===== src/rtl/pc_branch_control.sv =====
// pc_branch_control
//   Program-counter and branch-redirect stage. Holds the fetch PC, advances it
//   each unstalled cycle, redirects it on a taken conditional branch or a jump,
//   and raises a registered flush pulse for FLUSH_CYCLES cycles afterwards so
//   IF/ID can squash the wrong-path instructions fetched meanwhile.
//
// Ports
//   clk            in   1         clock, all state updates on rising edge
//   reset          in   1         synchronous active-high reset
//   stall          in   1         hold the PC this cycle (redirect overrides)
//   branch_code    in   4         1..12 conditional branch, other codes = none
//   taken          in   1         evaluator result for branch_code
//   branch_target  in   PC_WIDTH  conditional branch target
//   jump           in   1         unconditional jump in decode
//   jump_target    in   PC_WIDTH  jump target
//   pc             out  PC_WIDTH  current fetch address (registered)
//   redirect       out  1         combinational: redirect accepted this cycle
//   flush          out  1         registered: squash IF/ID contents
module pc_branch_control #(
  parameter int unsigned          PC_WIDTH     = 10,
  parameter logic [PC_WIDTH-1:0]  RESET_PC     = '0,
  parameter int unsigned          FLUSH_CYCLES = 2
) (
  input  logic                clk,
  input  logic                reset,
  input  logic                stall,
  input  logic [3:0]          branch_code,
  input  logic                taken,
  input  logic [PC_WIDTH-1:0] branch_target,
  input  logic                jump,
  input  logic [PC_WIDTH-1:0] jump_target,
  output logic [PC_WIDTH-1:0] pc,
  output logic                redirect,
  output logic                flush
);

  typedef enum logic [0:0] {
    ST_RUN   = 1'b0,
    ST_FLUSH = 1'b1
  } state_t;

  // Counter preload: the flush pulse spans cnt values FLUSH_CYCLES-1 down to 0.
  localparam logic [3:0] CNT_LOAD = 4'(FLUSH_CYCLES - 1);

  state_t              state_q, state_d;
  logic [3:0]          cnt_q, cnt_d;
  logic [PC_WIDTH-1:0] pc_q, pc_d;
  logic                flush_q, flush_d;

  logic                br_code_valid;
  logic                br_ok;
  logic                redirect_req;
  logic [PC_WIDTH-1:0] pc_inc;
  logic [PC_WIDTH-1:0] redirect_pc;

  // Codes 0 and 13..15 never branch, regardless of what the evaluator says.
  assign br_code_valid = (branch_code >= 4'd1) && (branch_code <= 4'd12);
  assign br_ok         = br_code_valid & taken;
  assign redirect_req  = jump | br_ok;
  // Jump beats branch when both are present.
  assign redirect_pc   = jump ? jump_target : branch_target;
  // Natural truncation gives the modulo-2^PC_WIDTH wrap.
  assign pc_inc        = pc_q + PC_WIDTH'(1);

  always_comb begin
    state_d  = state_q;
    cnt_d    = cnt_q;
    pc_d     = pc_q;
    flush_d  = flush_q;
    redirect = 1'b0;

    unique case (state_q)
      ST_RUN: begin
        flush_d = 1'b0;
        if (redirect_req) begin
          // Redirect wins over stall.
          redirect = 1'b1;
          pc_d     = redirect_pc;
          state_d  = ST_FLUSH;
          cnt_d    = CNT_LOAD;
          flush_d  = 1'b1;
        end else if (!stall) begin
          pc_d = pc_inc;
        end
      end

      ST_FLUSH: begin
        // Decode holds wrong-path instructions here: jump/branch are ignored.
        if (!stall) begin
          pc_d = pc_inc;
        end
        // The counter runs independently of stall so the pulse width is fixed.
        if (cnt_q == 4'd0) begin
          flush_d = 1'b0;
          state_d = ST_RUN;
        end else begin
          cnt_d   = cnt_q - 4'd1;
          flush_d = 1'b1;
        end
      end

      default: begin
        state_d = ST_RUN;
        flush_d = 1'b0;
      end
    endcase
  end

  always_ff @(posedge clk) begin
    if (reset) begin
      state_q <= ST_RUN;
      cnt_q   <= 4'd0;
      pc_q    <= RESET_PC;
      flush_q <= 1'b0;
    end else begin
      state_q <= state_d;
      cnt_q   <= cnt_d;
      pc_q    <= pc_d;
      flush_q <= flush_d;
    end
  end

  assign pc    = pc_q;
  assign flush = flush_q;

endmodule


===== config.mk =====
export PLATFORM = sky130hd
export DESIGN_NAME = pc_branch_control
export DESIGN_NICKNAME = d
export VERILOG_FILES = /design/src/rtl/pc_branch_control.sv
export SDC_FILE = /design/constraint.sdc
export NUM_CORES = 1
export LEC_CHECK = 0
export ABC_AREA = 1
export CAP_MARGIN = 5
export CORE_AREA = 2 2 55 57
export DETAILED_ROUTE_END_ITERATION = 12
export DIE_AREA = 0 0 57 59
export PLACE_DENSITY = 0.7
export SLEW_MARGIN = 20
export SYNTH_ARGS = -nofsm -noshare
export SYNTH_HDL_FRONTEND = slang
export SYNTH_SLANG_ARGS = --single-unit

===== constraint.sdc =====
create_clock -name clk -period 1.85 [get_ports clk]
set_clock_uncertainty 0.2 [all_clocks]
set_input_delay 0.555 -clock clk [delete_from_list [all_inputs] [get_ports clk]]
set_output_delay 0.555 -clock clk [all_outputs]
set_load 0.02 [all_outputs]

**Word-level counts from Yosys, hierarchy flattened**

Cells that the tools add are included.

- Bits in registers: 15
- Bits of input ports: 29

- Add/sub/neg operators: 2
- Order comparisons: 2
- Equal/unequal tests: 2
- Muxes and demuxes: 11
- Bitwise operators: 3
- Reductions and logical operators: 3

Operators by type and width:

| operator | count |
|---|---|
| 10-bit two-way mux | 3 |
| 10-bit case mux with 2 select lines | 1 |
| 10-bit by 1-bit adder with 10-bit output, second input constant | 1 |
| 4-bit two-way mux | 2 |
| 4-bit case mux with 2 select lines | 1 |
| 4-bit by 1-bit >= comparator with 1-bit output, second input constant | 1 |
| 4-bit <= comparator, second input constant | 1 |
| 4-bit zero test | 1 |
| 2-bit inequality test, second input constant | 2 |
| 4-bit by 1-bit subtractor with 4-bit output, second input constant | 1 |
| 1-bit two-way mux | 3 |
| 1-bit case mux with 2 select lines | 1 |
| 2-bit AND reduction | 1 |
| 1-bit bitwise AND | 1 |
| 1-bit logical AND | 1 |
| 1-bit NOT | 1 |
| 1-bit bitwise OR | 1 |

**Depth between registers and ports, before layout**

- Depth after elaboration: 6
- Gate-level depth with buffers: 10
- Depth with buffers taken out: 9

**Least setup slack after synthesis**

Ideal clock, no wire load.

- Path type: input to output
- From: input port branch_code[3]
- To: output port redirect
- Data arrival time: 1.095 ns
- Data required time: 1.095 ns
- Setup slack: 0.000 ns
- Stages: 6
- Path buffers: 0
- Cells stage by stage: nor2_1 -> nand2_1 -> nand3_2 -> nand2_2 -> nand2_4 -> clkinv_2

- Longest elaborated chain between the ends: 6
- Elaborated cells between the ends (all ways): 7

Ends and longest elaborated chain:

| what | RTL line | RTL |
|---|---|---|
| start: declaration | 27 | `input logic [3:0] branch_code,` |
| 4-bit by 1-bit >= comparator with 1-bit output / 4-bit <= comparator (equally long branches) | 57 | `assign br_code_valid = (branch_code >= 4'd1) && (branch_code <= 4'd12);` |
| 1-bit logical AND (*) | 57 |  |
| 1-bit bitwise AND (*) | 58 | `assign br_ok = br_code_valid & taken;` |
| 1-bit bitwise OR (*) | 59 | `assign redirect_req = jump \| br_ok;` |
| 1-bit two-way mux (*) | 75 | `if (redirect_req) begin` |
| 1-bit two-way mux (*) | 72 | `unique case (state_q)` |
| end: declaration | 33 | `output logic redirect,` |

Every way passes the cells marked *; elsewhere a longest branch is shown, timed or not.

**Worst setup path in the final report**

- From: input port branch_code[0]
- To: output port redirect

The elaborated chain is that of the path after synthesis.

==> impl_results.md <==
* CTS tree: done
* Post-route DRC at 0
* Die width at about 57 um
* Failing checks: negative setup slack
* Via count at 1,167
* Worst-Skew Late Latency at roughly 0.29 ns
* Combinational Power Share at 41.0%
* Number of port buffers at 40
* Via density at 4.74
* Switching share of total power at 35.0%
* Worst relative slew slack at between 80% and 90%
* Tmin final at 1.96 ns
* Max_cap viols at 0
* Clk buf depth at 2
* Internal power at 0.000637 W
* Root Buffer: clkbuf_4
* Least-Margin Pin Slew at 0.247 ns
* Post-Syn Area at just over 1000 um^2
* Syn Area/Cell at 6.51 um^2
* Commonest register cell after synthesis: dfxtp_1
* Netlist cell types at 29
* Sequential fraction of the synthesis area at 29.4%
* Fin crit share at 106%
* Nets at 247
* Crit Path Category: in -> out
* Synthesized Nets at 188
* Top-count cell post-synth: nand2_1
* Pins Over Slew Limit at 0
* Cell taking the most area after synthesis: dfxtp_1
* Crit Path Max Fanout at 2
* DP HPWL at about 2100 um
* Final antenna-violating net count at 0
* # setup viols final at 1
* DRT iter0 DRCs at 17
* Pwr dens at 608 nW/um^2
* Final Wtd Congestion at around 0.8
* Largest net degree at the start of global routing at 19
* Initial antenna violation count at 0
* First-pass DRT Iterations at 4
* Net switching power at ~0.00034 W
* Required @ worst endpoint at 1.09 ns
* Synth warn at 0
* Initial Util at 37.7%
* Worst path arrival time at 1.20 ns
* First-pass GRT wire length at 4530 um
* Antenna diode count at 0
* Fmax at 511 MHz
* CTS clk-pin slew, worst paths at approximately 0.09 ns
* Die area at 3360 um^2
* Area contributors post-synth: dfxtp_1 29%, nand2_1 21%, inv_1 5.9%
* Setup TNS Final at -0.106 ns
* Async set or reset register ratio after synthesis at 0%
* Max VDD drop at ~0.41 mV
* TritonCTS buffer count at 3
* # clock sinks at 15
* Io pins at 41
* Leak at 0.814 nW
* Final critical-path setup slack at -0.106 ns
* HP Class: reg -> reg
* GRT overflow at 0
* Core Area at 2710 um^2
* Synth Register Bits at 15
* H-Tree Level Count at 1
* Seq pwr share at 38.7%
* Most frequent cells after synthesis: 56 x nand2_1, 16 x inv_1, 16 x nor2_1
* Fin. Hold Viols at 0
* CP endpoint kind: output pin
* Clk network pwr share at 20.3%
* Cells after Synth at 157
* Num rows at 19
* Total Routing Usage GR at 17.1%
* CP Launch Type: input port
* Status: finished, violations left
* Unrepaired setup endpoints after global routing: true
* Area delta synth->final at 57.7%
* Wirelength, routed at 2800 um
* Count of flip-flops with a built-in enable after synthesis at 0
* Post-synth top area share at a little under 30%
* Total Power at 0.000980 W
* Fraction of layout cells with a size suffix above 1 at 22.3%
* Vias in the first global route at 1,140
* Die Ht at between 50 and 60 um
* Drt wl/cell at 11.4 um
==> power by group through the flow <==
stage | Clock (W) | Sequential [W] | Combinational (W)
6_report | 0.000199 | 0.000379 | 0.000402
2_1_floorplan | 0 | 0.000428 | 0.000172
3_5_place_dp | 0 | 0.000388 | 0.000408
5_1_grt | 0.000216 | 0.000384 | 0.000446
4_1_cts | 0.000205 | 0.000380 | 0.000392
3_3_place_gp | 0 | 0.000386 | 0.000400
==> per-layer routing <==
metal | vias up | routed length [um] | GRT usage [%]
li1 | 605 | - | -
met1 | 532 | 1110 | 18.6
met2 | 27 | 1550 | 33.5
met3 | 3 | 114 | 2.18
met4 | 0 | 25 | 6.31
met5 | - | 0 | 0
==> timing repair <==
item / CTS / global route
endpoints found under the hold margin: 0 / 0
cloned: 0 / 0
hold buffers: 0 / 0
resized for setup: 25 / 22
buffers inserted: 1 / 0
endpoints found under the setup margin: 14 / 2
pin swaps: 5 / 8
==> cell type report <==
class	count	area (um^2)
Sequential cell	15	300
Tap cell	31	38.8
Multi-Input combinational cell	120	646
Inverter	19	76.3
Fill cell	268	1100
Clock buffer	4	26.3
Timing Repair Buffer	57	524
==> layout by cell type (no fill, tap or decap), types with 3 or more instances in the layout <==
master	synthesis	routed
nand2_1	56	54
clkdlybuf4s50_1	0	22
buf_4	0	17
inv_1	16	15
dfxtp_1	15	15
nor2_1	16	14
dlygate4sd2_1	0	11
nand2_2	4	6
nand3_1	6	6
a21oi_1	5	5
nor2_4	2	4
o21ai_0	4	4
buf_6	0	4
inv_2	2	3
nand3_2	3	3
xnor2_1	3	3
a21oi_2	3	3
xor2_1	3	3
clkbuf_4	0	3
==> final timing paths <==
kind | from | to | slack (ns) | cells after the start
worst min-delay path | cnt_q[1] | cnt_q[1] | 0.29 | 2
worst max register to register | pc[0] | pc[8] | 0.34 | 9
worst max-delay path | branch_code[0] | redirect | -0.11 | 9
worst min register to register | cnt_q[1] | cnt_q[1] | 0.29 | 2
==> state kept, by name, indices dropped and copies added, names as in the netlist <==
register,cells
cnt_q,4
flush,1
pc,10
==> worst max-delay path: stages <==
cell and delay, ns:
buf_6 0.10, inv_1 0.05, nand2_1 0.06, nand2_1 0.08
nand3_2 0.07, nand2_2 0.08, nand2_4 0.06, clkinv_4 0.04
buf_6 0.10
==> logic make-up after synthesis <==
kind of cell               share of synthesized area, %
xor gates and xnor gates                           5.14
and+or+nand+nor                                    43.1
adders and majority gates                          2.45
AOI/OAI and AO/OA                                  8.57
muxes                                              1.96
buffers and inverters                              9.42
DFF                                                29.4
==> stage by stage <==
stage | worst slack [ns] | instance area [um^2] | hold slack, ns | util [%] | cells
finish | -0.106 | 1610 | 0.290 | 59.5 | 246
global route | -0.148 | 1610 | 0.309 | 59.5 | 246
CTS | -0.240 | 1580 | 0.292 | 58.2 | 246
detailed placement | -0.918 | 1560 | 0.277 | 57.5 | 241
global placement | -0.887 | 1560 | 0.260 | 57.5 | 241
floorplan | 0.0000950 | 1020 | 0.250 | - | 157
(Power assumes the default switching activity.)
